--- src/rtl/cnt5_ctrl.sv ---
// rtl/cnt5_ctrl.sv - run/halt/load sequencer for the 5-digit counter (optional CNT5_CTRL_AUTORELOAD_EN)
module cnt5_ctrl #(
  parameter int LOAD_HOLD_P = 2
) (
  input  logic        CLOCK_50,
  input  logic        nReset,
  input  logic        start_n,
  input  logic        load_n,
  input  logic [7:0]  preset,
  input  logic [19:0] target,
  input  logic [19:0] count,
  output logic        cnt_enable,
  output logic        cnt_nLoad,
  output logic [7:0]  cnt_load_val,
  output logic        done,
  output logic [2:0]  state
);

  typedef enum logic [2:0] {
    S_IDLE = 3'd0,
    S_LOAD = 3'd1,
    S_RUN  = 3'd2,
    S_HALT = 3'd3,
    S_DONE = 3'd4
  } state_t;

  localparam logic [3:0] HOLD_LAST = 4'(LOAD_HOLD_P - 1);

  state_t     cur_state;
  state_t     nxt_state;
  logic       start_q;
  logic       load_q;
  logic [3:0] hold_cnt;
  logic       from_done;
  logic       start_press;
  logic       load_press;
  logic       load_entry;

  assign start_press = start_q & ~start_n;
  assign load_press  = load_q & ~load_n;
  assign load_entry  = (nxt_state == S_LOAD) && (cur_state != S_LOAD);

  // One-cycle-old copy of the buttons so a held button yields a single press
  always_ff @(posedge CLOCK_50 or negedge nReset) begin
    if (!nReset) begin
      start_q <= 1'b1;
      load_q  <= 1'b1;
    end else begin
      start_q <= start_n;
      load_q  <= load_n;
    end
  end

  // State register
  always_ff @(posedge CLOCK_50 or negedge nReset) begin
    if (!nReset) cur_state <= S_IDLE;
    else         cur_state <= nxt_state;
  end

  // Next-state logic; load always wins over start
  always_comb begin
    nxt_state = cur_state;
    case (cur_state)
      S_IDLE: begin
        if (load_press)       nxt_state = S_LOAD;
        else if (start_press) nxt_state = S_RUN;
      end
      S_LOAD: begin
        if (hold_cnt == HOLD_LAST) nxt_state = from_done ? S_RUN : S_IDLE;
      end
      S_RUN: begin
        if (load_press)            nxt_state = S_LOAD;
        else if (count == target)  nxt_state = S_DONE;
        else if (start_press)      nxt_state = S_HALT;
      end
      S_HALT: begin
        if (load_press)       nxt_state = S_LOAD;
        else if (start_press) nxt_state = S_RUN;
      end
      S_DONE: begin
`ifdef CNT5_CTRL_AUTORELOAD_EN
        nxt_state = S_LOAD;
`else
        if (load_press) nxt_state = S_LOAD;
`endif
      end
      default: nxt_state = S_IDLE;
    endcase
  end

  // Preset capture, load-hold timing and where LOAD returns to
  always_ff @(posedge CLOCK_50 or negedge nReset) begin
    if (!nReset) begin
      cnt_load_val <= 8'd0;
      hold_cnt     <= 4'd0;
      from_done    <= 1'b0;
    end else if (load_entry) begin
      cnt_load_val <= preset;
      hold_cnt     <= 4'd0;
`ifdef CNT5_CTRL_AUTORELOAD_EN
      from_done    <= (cur_state == S_DONE);
`else
      from_done    <= 1'b0;
`endif
    end else if (cur_state == S_LOAD) begin
      hold_cnt <= hold_cnt + 4'd1;
    end
  end

  assign cnt_enable = (cur_state == S_RUN);
  assign cnt_nLoad  = (cur_state != S_LOAD);
  assign done       = (cur_state == S_DONE);
  assign state      = cur_state;

endmodule
--- config.mk ---
export PLATFORM = sky130hd
export DESIGN_NAME = cnt5_ctrl
export DESIGN_NICKNAME = d
export VERILOG_FILES = /design/src/rtl/cnt5_ctrl.sv
export SDC_FILE = /design/constraint.sdc
export NUM_CORES = 1
export LEC_CHECK = 0
export ABC_CLOCK_PERIOD_IN_PS = 1600
export CAP_MARGIN = 15
export CELL_PAD_IN_SITES_DETAIL_PLACEMENT = 1
export CELL_PAD_IN_SITES_GLOBAL_PLACEMENT = 2
export CORE_MARGIN = 2
export CORE_UTILIZATION = 17
export DETAILED_ROUTE_END_ITERATION = 10
export PLACE_DENSITY_LB_ADDON = 0.1
export SYNTH_ARGS = -nofsm -noshare
export SYNTH_HDL_FRONTEND = slang
export SYNTH_SLANG_ARGS = --single-unit
--- constraint.sdc ---
create_clock -name CLOCK_50 -period 1.6 [get_ports CLOCK_50]
set_input_delay 0.24 -clock CLOCK_50 [delete_from_list [all_inputs] [get_ports CLOCK_50]]
set_output_delay 0.24 -clock CLOCK_50 [all_outputs]
set_load 0.02 [all_outputs]
==> impl_metrics.yaml, run 1 <==
sta:
  hold_viol_final: 0
  fmaxAchievable_ghz: 0.643
  finalWorstSetupSlack_ps: 44.9
  timing.final.crit_period_ps: 1560
  setup_viol: 0
  rsz0062_at_grt: "true"
  finalMaxSlewViolations: 0
  relSlewSlack: 0.826
  fin_skew_ps: 3.67
  worst_pin_slew_ps: 259
  period_share: 0.972
pwr:
  power_density_mw_per_mm2: 1160
  leakagePower_nw: 0.887
  total_power_w: 0.00214
  irDropWorstVdd_uv: 358
run_status:
  status: "finished, final reports clean"
routing:
  ant_nets: 0
  drc: 0
  vias_per_cell: 3.96
  wirelength_microns: 2920
  drtIter0Drc: 5
  wl_per_cell_microns: 12.0
  route.vias.total: 967
  drt_first_pass_iters: 2
global_routing:
  grt_pass1_wl_microns: 4820
  grt_pass1_vias: 1063
  antenna_found_initial: 0
  grtUsageTotal: 0.0961
  grt_max_degree: 18
  grt_overflow: 0
final_layout:
  ff_latch_area_sq_um: 428
  n_antenna_cell: 0
  fin_util: 0.337
  nNetsFinal: 227
  area_growth_pct: 91.8
  drive_above_1_share: 0.186
  num-fill-cells: 640
  multiInputGateArea_sq_um: 551
die:
  die_w_microns: 79.4
  num_rows: 27
  core_area_sq_mm: 0.00551
  initial_utilization: 0.175
  num_io_pins: 66
  die_h_microns: 79.4
  die_area_sq_mm: 0.00630
place:
  dp_hpwl_microns: 2510
  dp_slack_ps: -440
  gp_congestion: 0.695
  io_buffers: 65
critical_path:
  cp.required_ps: 1770
  r2r_end: "hold_cnt[2]$_DFFE_PN0P_"
  path_max_fanout: 2
  rr_startpoint: "state[1]$_DFF_PN0_"
  worst_setup_path_end_kind: "flop"
  rrSetupSlack_ps: 140
  cp.arrival_ps: 1730
  r2r_cells: 6
  start_kind: "input port"
  path_class: "input port to flop"
yosys:
  avgSynthCellArea_sq_um: 10.7
  syn_nets: 144
  yosysWarnings: 0
  synth_area_sq_um: 966
  syn_inst: 90
  synth.distinct_cells: 24
  synth_seq_cells: 17
  synth-seq-area-share: 0.443
clock_network:
  cts_tree: "built"
  cts_buffers: 3
  htree_num_levels: 1
  clk_latency_ps: 250
  clkTransAtPathRegs_ps: 70
  cts_buffer_depth: 2
  cts_root_buf: "clkbuf_8"
  cts.sinks: 17
worst_hold_path:
  hp-class: "input port to asynchronous set/reset pin"
run:
  maxCapViolCount: 0
-- cell usage in the layout (no fill, tap or decap) --
| cell | Yosys | routed |
|---|---|---|
| a211oi_1 | 1 | 1 |
| a21o_1 | 1 | 1 |
| a21oi_1 | 2 | 2 |
| and2_1 | 1 | 1 |
| and3_1 | 1 | 1 |
| buf_4 | 0 | 13 |
| clkbuf_1 | 0 | 1 |
| clkbuf_2 | 0 | 1 |
| clkbuf_8 | 0 | 3 |
| clkdlybuf4s50_1 | 0 | 28 |
| dfrtp_1 | 15 | 15 |
| dfstp_2 | 2 | 2 |
| dlygate4sd2_1 | 0 | 28 |
| dlymetal6s2s_1 | 0 | 8 |
| ha_1 | 2 | 2 |
| inv_1 | 3 | 3 |
| mux2_2 | 8 | 8 |
| mux2i_1 | 1 | 1 |
| nand2_1 | 5 | 5 |
| nand2_2 | 1 | 1 |
| nand3_1 | 4 | 4 |
| nor2_1 | 3 | 3 |
| nor2b_1 | 3 | 3 |
| nor3b_1 | 2 | 1 |
| nor3b_2 | 0 | 1 |
| nor4_1 | 5 | 2 |
| nor4_2 | 0 | 3 |
| o211ai_1 | 2 | 2 |
| o21ai_0 | 4 | 3 |
| o21ai_1 | 0 | 1 |
| o21bai_1 | 1 | 1 |
| o31ai_1 | 2 | 2 |
| or4b_1 | 1 | 1 |
| xor2_1 | 20 | 20 |
-- routing by layer --
metal | part of all wire | track usage | wire, microns | vias to the layer above
met3 | 0.053 | 0.0362 | 154 | 2
met2 | 0.54 | 0.180 | 1580 | 24
li1 | - | - | - | 481
met4 | 0.0058 | 0.0121 | 17 | 0
met1 | 0.40 | 0.106 | 1180 | 460
met5 | 0 | 0 | 0 | -
-- worst max-delay path: stages --
cell             delay (ps)
clkdlybuf4s50_1         410
xor2_1                  150
nor4_2                  250
nand2_1                 120
or4b_1                  480
o21ai_1                  80
-- where the power goes --
| group | switching, W | internal [W] | leakage, nW | total [W] |
|---|---|---|---|---|
| sequential | 0.000111 | 0.000595 | 0.206 | 0.000707 |
| clock | 0.000138 | 0.000176 | 0.0228 | 0.000314 |
| combinational | 0.000522 | 0.000600 | 0.658 | 0.00112 |
| total | 0.000771 | 0.00137 | 0.887 | 0.00214 |
-- metrics by stage --
stage / instance area, sq um / TNS [ps] / cells / hold slack, ps
after floorplan: 971 / 0 / 90 / -55.6
after global placement: 1810 / -1170 / 240 / 472
after detailed placement: 1810 / -1210 / 240 / 487
after CTS: 1820 / 0 / 244 / 331
after global routing: 1850 / -30.7 / 244 / 349
final: 1850 / 0 / 244 / 324
-- synthesized netlist by cell type --
library cell / instances / share of area
mux2i_1: 1 / 0.010
nor3b_1: 2 / 0.016
a211oi_1: 1 / 0.0078
nand2_2: 1 / 0.0065
dfrtp_1: 15 / 0.39
or4b_1: 1 / 0.010
nor2_1: 3 / 0.012
a21o_1: 1 / 0.0078
dfstp_2: 2 / 0.054
xor2_1: 20 / 0.18
inv_1: 3 / 0.012
nor2b_1: 3 / 0.019
and3_1: 1 / 0.0065
a21oi_1: 2 / 0.010
ha_1: 2 / 0.026
o31ai_1: 2 / 0.016
o21ai_0: 4 / 0.021
nand2_1: 5 / 0.019
o21bai_1: 1 / 0.0078
nor4_1: 5 / 0.032
mux2_2: 8 / 0.093
nand3_1: 4 / 0.021
o211ai_1: 2 / 0.016
and2_1: 1 / 0.0065
-- flip-flops by register name, summed over array words and instances, names as in the netlist --
register,count
cnt_load_val,8
hold_cnt,4
state,3
load_q,1
start_q,1
-- cell type report --
cell class / instances / area share
Clock buffer: 4 / 0.0243
Inverter: 3 / 0.00608
Multi-Input combinational cell: 70 / 0.297
Sequential cell: 17 / 0.231
Tap cell: 72 / 0.0486
Timing Repair Buffer: 78 / 0.393
-- kinds of logic (layout without fill, tap and decap cells) --
logic type / after synthesis / count (layout) / synth area share
compound gates: 13 / 13 / 0.0855
simple gates: 26 / 26 / 0.149
fa+ha+maj: 2 / 2 / 0.0259
buf+inv: 3 / 85 / 0.0117
flops: 17 / 17 / 0.443
mux: 9 / 9 / 0.104
xor+xnor: 20 / 20 / 0.181
-- how the worst max path moves through the flow --
stage	startpoint	cells after the start	slack, ps	end
2_1_floorplan	load_q$_DFF_PN1_	5	3	hold_cnt[2]$_DFFE_PN0P_
3_3_place_gp	target[10]	6	-430	state[2]$_DFF_PN0_
3_5_place_dp	target[10]	6	-440	state[2]$_DFF_PN0_
4_1_cts	target[4]	6	2	state[2]$_DFF_PN0_
5_1_grt	count[15]	6	-30	state[2]$_DFF_PN0_
6_report	count[15]	6	40	state[2]$_DFF_PN0_
-- what timing repair did --
action	CTS	global route
pin swaps	14	11
endpoints found under the setup margin	9	4
setup buffers	0	0
hold buffers	0	0
gates resized for setup	31	12
No activity file was read; power rests on OpenSTA's default activity.
==> run 2: changes to the inputs <==
- CAP_MARGIN: 15 -> 10
- MAX_ROUTING_LAYER: default -> met4
==> impl_metrics.yaml, run 2 (synthesis gave the netlist of run 1 again) <==
run_status:
  status: "finished, final reports clean"
global_routing:
  grt_max_degree: 18
  antenna_found_initial: 0
  grt_overflow: 0
  top_usage_layer: "met2"
  grt.met2_usage: 0.180
  grtUsageMet3: 0.0283
  grtUsageTotal: 0.0987
  grtUsageMet1: 0.110
  grt_pass1_vias: 1063
  grt_pass1_wl_microns: 4820
critical_path:
  cp.required_ps: 1770
  worst_path_largest_cell_delay_ps: 480
  path_max_fanout: 2
  path_class: "input port to flop"
  cp_slowest_cell: "or4b_1"
  cp.arrival_ps: 1730
  r2r_cells: 6
  path_cells: "clkdlybuf4s50_1 > xor2_1 > nor4_2 > nand2_1 > or4b_1 > o21ai_1"
  start_kind: "input port"
  worst_setup_path_end_kind: "flop"
clock_network:
  htree_num_levels: 1
  cts.sinks: 17
  clk_latency_ps: 250
  cts_buffers: 3
  cts_buffer_depth: 2
  cts_root_buf: "clkbuf_8"
  post_cts_buffers: 0
  cts_tree: "built"
  clkTransAtPathRegs_ps: 70
sta:
  fmaxAchievable_ghz: 0.643
  finalMaxSlewViolations: 0
  fin_skew_ps: 3.67
  timing.final.crit_period_ps: 1560
  rsz0062_at_grt: "true"
  setup_viol: 0
  finalWorstSetupSlack_ps: 44.9
  period_share: 0.972
  hold_viol_final: 0
  worst_pin_slew_ps: 259
  relSlewSlack: 0.826
die:
  num_rows: 27
  die_w_microns: 79.4
  core_area_sq_mm: 0.00551
  die_h_microns: 79.4
  initial_utilization: 0.175
  die_area_sq_mm: 0.00630
  num_io_pins: 66
pwr:
  p_sw_w: 0.000771
  irDropWorstVdd_uv: 358
  power_density_mw_per_mm2: 1160
  seqPwrFrac: 0.330
  p_clk_frac: 0.147
  leakagePower_nw: 0.887
  p_comb_frac: 0.524
  p_int_w: 0.00137
  p_sw_frac: 0.360
routing:
  vias_per_cell: 3.96
  ant_nets: 0
  drtIter0Drc: 5
  drt_first_pass_iters: 2
  wirelength_microns: 2920
  route.vias.total: 967
  drc: 0
  wl_per_cell_microns: 12.0
place:
  gp_congestion: 0.703
  dp_slack_ps: -440
  dp_hpwl_microns: 2510
  io_buffers: 65
  place_area_sq_mm: 0.00181
final_layout:
  final_cell_mix: "dlygate4sd2_1 (28), clkdlybuf4s50_1 (28), xor2_1 (20)"
  fin_util: 0.337
  largest_reg_flops: 8
  final_area_sq_mm: 0.00185
  nNetsFinal: 227
  area_growth_pct: 91.8
  drive_above_1_share: 0.186
  top_register: "cnt_load_val"
  n_antenna_cell: 0
run:
  maxCapViolCount: 0
worst_hold_path:
  hp-class: "input port to asynchronous set/reset pin"
## run 2: worst max-delay path, delay by kind of cell
kind	cells	cell delay, ps
simple gates	3	850
xor+xnor	1	150
compound gates	1	80
buf+inv	1	410
## run 2: metal layers
metal / part of all wire / wire [microns]
met1: 0.42 / 1210
met5: 0 / 0
met2: 0.54 / 1580
met3: 0.038 / 111
met4: 0.0058 / 17
## run 2: path summary, 6_finish.rpt
kind / endpoint / slack (ps) / from
worst min register to register: hold_cnt[3]$_DFFE_PN0P_ / 490 / hold_cnt[3]$_DFFE_PN0P_
min in group CLOCK_50: load_q$_DFF_PN1_ / 430 / load_n
worst max register to register: hold_cnt[2]$_DFFE_PN0P_ / 140 / state[1]$_DFF_PN0_
max in group asynchronous: start_q$_DFF_PN1_ / 1010 / nReset
worst min-delay path: hold_cnt[3]$_DFFE_PN0P_ / 320 / nReset
worst max-delay path: state[2]$_DFF_PN0_ / 40 / count[15]
## run 2: metrics by stage
step	setup TNS [ps]	instances	total power, W	hold slack (ps)
finish	0	244	0.00214	324
global placement	-1170	240	0.00188	472
floorplan	0	90	0.00124	-55.6
detailed placement	-1210	240	0.00191	487
global route	-30.7	244	0.00232	349
CTS	0	244	0.00220	331
## run 2: power groups by stage
stage	registers (W)	logic [W]	clock network [W]
2_1_floorplan	0.000867	0.000375	0
3_3_place_gp	0.000712	0.00117	0
6_report	0.000707	0.00112	0.000314
4_1_cts	0.000712	0.00115	0.000337
5_1_grt	0.000739	0.00123	0.000347
3_5_place_dp	0.000720	0.00119	0
## run 2: what timing repair did
action	CTS	global route
resized for setup	31	12
pin swaps	14	11
cloned	0	0
hold buffers	0	0
setup endpoints to repair	9	4
## run 2: final cells by class
| type | count | area (sq um) |
|---|---|---|
| clock buffer | 4 | 45.0 |
| fill | 640 | 3650 |
| inverter | 3 | 11.3 |
| multi-input combinational | 70 | 551 |
| sequential | 17 | 428 |
| tap | 72 | 90.1 |
| timing repair buffer | 78 | 728 |
